<file path="src/rtl/reg_sequencer.sv">
// Register-transfer sequencer: turns one command into per-cycle function codes for registers X, Y and Z.
// Optional feature: define SEQ_MULTISHIFT_EN so SHRZ/SHLZ repeat count+1 cycles instead of a single cycle.
module reg_sequencer #(
  parameter int CNT_W = 2
) (
  input  logic             clock,
  input  logic             reset,
  input  logic             start,
  input  logic [2:0]       op,
  input  logic [CNT_W-1:0] count,
  output logic [2:0]       tx,
  output logic [2:0]       ty,
  output logic [2:0]       tz,
  output logic             busy,
  output logic             done
);

  localparam logic [2:0] FN_HOLD   = 3'b000;
  localparam logic [2:0] FN_LOAD   = 3'b001;
  localparam logic [2:0] FN_SHIFTR = 3'b010;
  localparam logic [2:0] FN_SHIFTL = 3'b011;
  localparam logic [2:0] FN_RESET  = 3'b100;

  localparam logic [2:0] OP_LDX  = 3'b001;
  localparam logic [2:0] OP_MOVE = 3'b010;
  localparam logic [2:0] OP_SHRZ = 3'b011;
  localparam logic [2:0] OP_SHLZ = 3'b100;
  localparam logic [2:0] OP_CLR  = 3'b101;

  localparam logic [CNT_W:0] STEP_ZERO = '0;
  localparam logic [CNT_W:0] STEP_ONE  = {{CNT_W{1'b0}}, 1'b1};

  typedef enum logic [1:0] {IDLE, EXEC, DONE} state_t;

  state_t         state, state_next;
  logic [2:0]     op_q, op_next;
  logic [CNT_W:0] step, step_next;
  logic [CNT_W:0] last_step;

`ifdef SEQ_MULTISHIFT_EN
  logic [CNT_W-1:0] count_q;

  always_ff @(posedge clock) begin
    if (reset)
      count_q <= '0;
    else if (state == IDLE && start)
      count_q <= count;
  end

  // Shift commands end after count+1 steps; the extra counter bit keeps max count from wrapping.
  always_comb begin
    last_step = STEP_ZERO;
    case (op_q)
      OP_MOVE:          last_step = STEP_ONE;
      OP_SHRZ, OP_SHLZ: last_step = {1'b0, count_q};
      default:          last_step = STEP_ZERO;
    endcase
  end
`else
  logic unused_count;
  assign unused_count = ^count;

  always_comb begin
    last_step = STEP_ZERO;
    if (op_q == OP_MOVE)
      last_step = STEP_ONE;
  end
`endif

  always_ff @(posedge clock) begin
    if (reset) begin
      state <= IDLE;
      op_q  <= 3'b000;
      step  <= STEP_ZERO;
    end else begin
      state <= state_next;
      op_q  <= op_next;
      step  <= step_next;
    end
  end

  always_comb begin
    state_next = state;
    op_next    = op_q;
    step_next  = step;
    case (state)
      IDLE: begin
        if (start) begin
          op_next    = op;
          step_next  = STEP_ZERO;
          state_next = (op >= OP_LDX && op <= OP_CLR) ? EXEC : DONE;
        end
      end
      EXEC: begin
        if (step == last_step)
          state_next = DONE;
        else
          step_next = step + 1'b1;
      end
      DONE: begin
        state_next = IDLE;
        step_next  = STEP_ZERO;
      end
      default: state_next = IDLE;
    endcase
  end

  // Codes are a pure decode of state, latched op and step, so they never glitch on start.
  always_comb begin
    tx   = FN_HOLD;
    ty   = FN_HOLD;
    tz   = FN_HOLD;
    busy = (state != IDLE);
    done = (state == DONE);
    if (state == EXEC) begin
      case (op_q)
        OP_LDX: tx = FN_LOAD;
        OP_MOVE: begin
          if (step == STEP_ZERO)
            tz = FN_LOAD;
          else
            ty = FN_LOAD;
        end
        OP_SHRZ: tz = FN_SHIFTR;
        OP_SHLZ: tz = FN_SHIFTL;
        OP_CLR: begin
          tx = FN_RESET;
          ty = FN_RESET;
          tz = FN_RESET;
        end
        default: ;
      endcase
    end
  end

endmodule

</file>
<file path="config.mk">
export PLATFORM = sky130hd
export DESIGN_NAME = reg_sequencer
export DESIGN_NICKNAME = d
export VERILOG_FILES = /design/src/rtl/reg_sequencer.sv
export SDC_FILE = /design/constraint.sdc
export NUM_CORES = 1
export LEC_CHECK = 0
export ABC_AREA = 1
export BUFFER_PORTS_ARGS = -buffer_cell sky130_fd_sc_hd__clkbuf_2
export CAP_MARGIN = 0
export CELL_PAD_IN_SITES_DETAIL_PLACEMENT = 0
export CELL_PAD_IN_SITES_GLOBAL_PLACEMENT = 2
export CORE_UTILIZATION = 25
export CTS_CLUSTER_DIAMETER = 80
export DETAILED_ROUTE_END_ITERATION = 7
export PLACE_DENSITY = 0.84
export SLEW_MARGIN = 20
export SYNTH_ARGS = -nofsm -noshare
export SYNTH_HDL_FRONTEND = slang
export SYNTH_SLANG_ARGS = --single-unit
export TNS_END_PERCENT = 5
</file>
<file path="constraint.sdc">
create_clock -name clock -period 1.9 [get_ports clock]
set_clock_uncertainty 0.05 [all_clocks]
set_input_delay 0.19 -clock clock [delete_from_list [all_inputs] [get_ports clock]]
set_output_delay 0.19 -clock clock [all_outputs]
set_load 0.05 [all_outputs]
</file>
======== Yosys cells after proc, flatten, opt, wreduce, memory -nomap -nowiden ========
Cells that the tools add are included.
word-level totals
  register bits after elaboration ......... 8
  bits of input ports ..................... 8
  word-level logic and storage cells ...... 41
cells by class
  add/subtract/negate cells ............... 1
  $lt $le $gt $ge ......................... 2
  equal/unequal tests ..................... 11
  multiplexer cells ....................... 16
  reductions and logical operators ........ 8
operators by type and width
  cell                                                                                 count
  3-bit 2-to-1 mux                                                                     5
  3-bit one-hot mux with 2 select lines                                                2
  3-bit one-hot mux with 4 select lines                                                1
  3-bit one-hot mux with 3 select lines                                                1
  3-bit by 2-bit == test with 1-bit output, second input constant                      2
  3-bit == test, second input constant                                                 2
  2-bit 2-to-1 mux                                                                     3
  2-bit != test, second input constant                                                 3
  2-bit one-hot mux with 2 select lines                                                1
  2-bit AND reduction                                                                  2
  3-bit by 1-bit adder with 3-bit output, second input constant                        1
  3-bit by 1-bit == test with 1-bit output, second input constant                      1
  3-bit == test                                                                        1
  3-bit by 1-bit greater-or-equal comparator with 1-bit output, second input constant  1
  3-bit less-or-equal comparator, second input constant                                1
  3-bit zero test                                                                      1
  1-bit 2-to-1 mux                                                                     3
  3-bit AND reduction                                                                  1
  3-bit nonzero test                                                                   1
  2-bit by 1-bit == test with 1-bit output, second input constant                      1
  2-bit == test, second input constant                                                 1
  2-bit zero test                                                                      1
  2-bit nonzero test                                                                   1
  1-bit logical AND                                                                    1

======== Logic depth before layout (Yosys ltp) ========
  depth in word-level cells ............... 5
  gate-level depth with buffers ........... 8
  gate-level depth less buffers ........... 8

======== Least setup slack after synthesis ========
OpenSTA, ideal clock, no wires.
  kind .................................... flip-flop to output port
  start point ............................. reg op_q[1]
  end point ............................... out tz[1]
  data arrival time ....................... 2.948 ns
  data required time ...................... 1.660 ns
  slack ................................... -1.288 ns
  stages on the path, launching flop included .. 3
  buffers on the path ..................... 0
  path through ............................ dfxtp_1 > nor2_1 > a2111oi_0
on the way
  cells in the longest elaborated chain, start to end .. 3
  elaborated cells on any way between the ends .. 6
  classes of those cells .................. eq/ne: 4; mux: 2
RTL lines
  what                                                                              RTL line  RTL
  start, declared                                                                   36        logic [2:0] op_q, op_next;
  start signal, assigned                                                            77        op_q <= op_next;
  3-bit == test / 3-bit by 2-bit == test with 1-bit output (equally long branches)  116       case (op_q)
  3-bit one-hot mux with 4 select lines (*)                                         116
  3-bit 2-to-1 mux (*)                                                              115       if (state == EXEC) begin
  end, declared                                                                     13        output logic [2:0] tz,
Mark *: on every way between the ends. The rest lies on a longest branch, timed or not.

======== Worst setup path after layout ========
  start point ............................. reg state[1]
  end point ............................... out ty[2]
on the way
  cells in the longest elaborated chain, start to end .. 2
RTL lines
  what                                      RTL line  RTL
  start, declared                           35        state_t state, state_next;
  start signal, assigned                    76        state <= state_next;
  2-bit by 1-bit == test with 1-bit output  115
  3-bit 2-to-1 mux                          115
  end, declared                             12        output logic [2:0] ty,
No other way between the ends.

==> flow_metrics.env <==
export IMPL_status="finished clean"
export IMPL_crit_arrival_ns=1.51
export IMPL_syn_avg_cell_area_um2=6.49
export IMPL_yosysMostFrequentCell="inv_1"
export IMPL_drc=0
export IMPL_holdWs_ns=0.0855
export IMPL_path_cells="inv_1, nand2_1, buf_4, nor4_2, clkbuf_2"
export IMPL_fin_area_um2=673
export IMPL_ys_seq_elements=8
export IMPL_ys_seq_area_frac=0.294
export IMPL_cts_tree="built"
export IMPL_synthXorXnorAreaFrac=0.0161
export IMPL_whs_path_depth=2
export IMPL_netlist_top_cells_area="dfxtp_1 29%, inv_1 12%, a21oi_1 7.3%"
export IMPL_finalCritPeriodShare=0.924
export IMPL_fin_cells=127
export IMPL_drt_iter0_markers=6
export IMPL_fp_dieW_um=48.7
export IMPL_grt_overflow_total=0
export IMPL_fin_tns_setup_ns=0
export IMPL_rr_startpoint="op_q[1]$_SDFFE_PP0P_"
export IMPL_crit_required_ns=1.66
export IMPL_period_minus_slack_ns=1.75
export IMPL_synth_edf_count=0
export IMPL_num_vias=547
export IMPL_fp_dieArea_um2=2370
export IMPL_grt_pass1_vias=466
export IMPL_preCtsSetupSlack_ns=0.383
export IMPL_hold_path_class="in -> reg"
export IMPL_coreArea_um2=2000
export IMPL_cts_resized=0
export IMPL_h_tree_depth=1
export IMPL_regToRegSetupSlack_ns=0.64
export IMPL_leakage_nw=0.358
export IMPL_crit_path_end="ty[2]"
export IMPL_path_max_fanout=6
export IMPL_synth_area_um2=546
export IMPL_grtUsageTotal=0.108
export IMPL_setup_violations=0
export IMPL_place_gp_congestion=0.738
export IMPL_maxCapViolCount=0
export IMPL_num_fill_cells=225
export IMPL_cts_buffers=3
export IMPL_critPathKind="reg -> out"
export IMPL_synth_compound_area_frac=0.149
export IMPL_final_nets=112
export IMPL_slowest_delay_ns=0.33
export IMPL_clock_latency_ns=0.25
export IMPL_synthAdderAreaFrac=0.0459
export IMPL_muxShareOfSynthArea=0
export IMPL_postSynthCellCount=84
export IMPL_grt_max_degree=9
export IMPL_cts_buffer_depth=2
export IMPL_setup_ws_ns=0.145
export IMPL_drt_wl_total_um=1150
export IMPL_synth_top_family_by_area="simple AND/OR/NAND/NOR gates"
export IMPL_regArea_um2=160
export IMPL_hold_buffers=0
export IMPL_vdd_drop_max_v=0.000281
export IMPL_placementRows=16
export IMPL_ios=19
export IMPL_worstSetupStartpointType="register"
export IMPL_cts_root_buf="clkbuf_4"
export IMPL_numPortBuffers=14
export IMPL_hold_viol_final=0
export IMPL_critPathLaunch="state[1]$_SDFFE_PP0P_"
export IMPL_synthTopCellsByCount="17 x inv_1, 10 x nand2_1, 10 x nor2_1"
export IMPL_yosys_warnings=0
export IMPL_async_flop_share=0
export IMPL_rsz0062_at_grt="false"
export IMPL_clkSinkCount=8
export IMPL_hpwl_um=902
export IMPL_final_max_slew_violation_count=0
export IMPL_cp_slowest_cell="clkbuf_2"
export IMPL_max_freq_ghz=0.570
export IMPL_yosysTopAreaCell="dfxtp_1"
export IMPL_place_inst=124
export IMPL_start_util=0.272
export IMPL_drt_wirelength_per_cell_um=9.03
export IMPL_multi_input_area_um2=312
export IMPL_antenna_found_initial=0
export IMPL_power_density_nw_per_um2=790
export IMPL_reg2reg_to="step[0]$_SDFFE_PP0P_"
export IMPL_die_h_um=48.7
export IMPL_dpl_instance_area_um2=651
export IMPL_routed_via_density=4.31
export IMPL_ant_nets=0
export IMPL_ff2ff_path_depth=7
export IMPL_yosys_area_share_simple=0.323
export IMPL_clkTransAtPathRegs_ns=0.06
export IMPL_grt_pass1_wl_um=1960
export IMPL_antennaDiodeCount=0
export IMPL_drive_above_1_share=0.260
export IMPL_end_kind="output port"
export IMPL_yosysTopAreaCellShare=0.294
export IMPL_synthFlopType="dfxtp_1"
export IMPL_cts_setup_buffers=0
export IMPL_area_delta_synth_final_pct=23.4
export IMPL_dr_pass1_iters=4
export IMPL_ys_types=20
==> metal layers <==
layer	share of wire	global-route usage
met1	0.52	0.147
met2	0.44	0.148
met3	0.047	0.0377
met4	0	0.0588
met5	0	0
==> area by class of cell <==
type | count | share of cell area
repair buffers | 15 | 0.115
well taps | 27 | 0.0502
inverters | 18 | 0.100
multi-input cells | 56 | 0.463
clock buffers | 3 | 0.0335
flip-flops and latches | 8 | 0.238
==> cell usage in the layout (no fill, tap or decap) <==
| cell type | count |
|---|---|
| dfxtp_1 | 8 |
| conb_1 | 2 |
| nand2_1 | 10 |
| clkbuf_2 | 10 |
| a21oi_1 | 8 |
| nand3_2 | 1 |
| o21ai_0 | 5 |
| nand2_4 | 1 |
| buf_2 | 4 |
| nor4_1 | 1 |
| nor2_2 | 2 |
| clkbuf_4 | 3 |
| a2111oi_2 | 1 |
| o21bai_1 | 1 |
| xnor2_1 | 1 |
| inv_2 | 1 |
| nor3_2 | 1 |
| buf_4 | 1 |
| nor3_1 | 2 |
| nor4_2 | 1 |
| ha_1 | 2 |
| nor2_1 | 10 |
| nand3_1 | 7 |
| inv_1 | 17 |
==> metrics by stage <==
stage               power, mW   util
floorplan               0.367      -
global placement        0.405  0.325
detailed placement      0.404  0.325
CTS                     0.539  0.336
global route            0.582  0.336
finish                  0.532  0.336
==> registers in the layout (all words and copies together) (netlist names) <==
register and flops:
state 2, op_q 3, step 3
==> worst max-delay path, delay by kind of cell, from the launching register on <==
kind                   cells  cell delay [ns]
buffers and inverters      3             0.61
flip-flops                 1             0.32
AND/OR/NAND/NOR            2             0.33
==> power by group <==
group | internal [mW] | leakage, nW | switching [mW]
clock | 0.0724 | 0.0138 | 0.0588
combinational | 0.0599 | 0.279 | 0.132
sequential | 0.187 | 0.0661 | 0.0214
total | 0.319 | 0.358 | 0.212
==> how the worst min path moves through the flow <==
stage           from                     to
6_report       reset  state[1]$_SDFFE_PP0P_
5_1_grt        reset  state[1]$_SDFFE_PP0P_
4_1_cts        reset  state[1]$_SDFFE_PP0P_
3_5_place_dp   reset  state[1]$_SDFFE_PP0P_
3_3_place_gp   reset  state[0]$_SDFFE_PP0P_
2_1_floorplan  reset  state[0]$_SDFFE_PP0P_
==> logic make-up after synthesis <==
logic type,after synthesis
flip-flops,8
XOR/XNOR,1
AND/OR/NAND/NOR,36
buffers and inverters,21
adder cells (fa/ha/maj),2
AO/OA/AOI/OAI,15
other,1
Power figures use the tool's default switching activity.
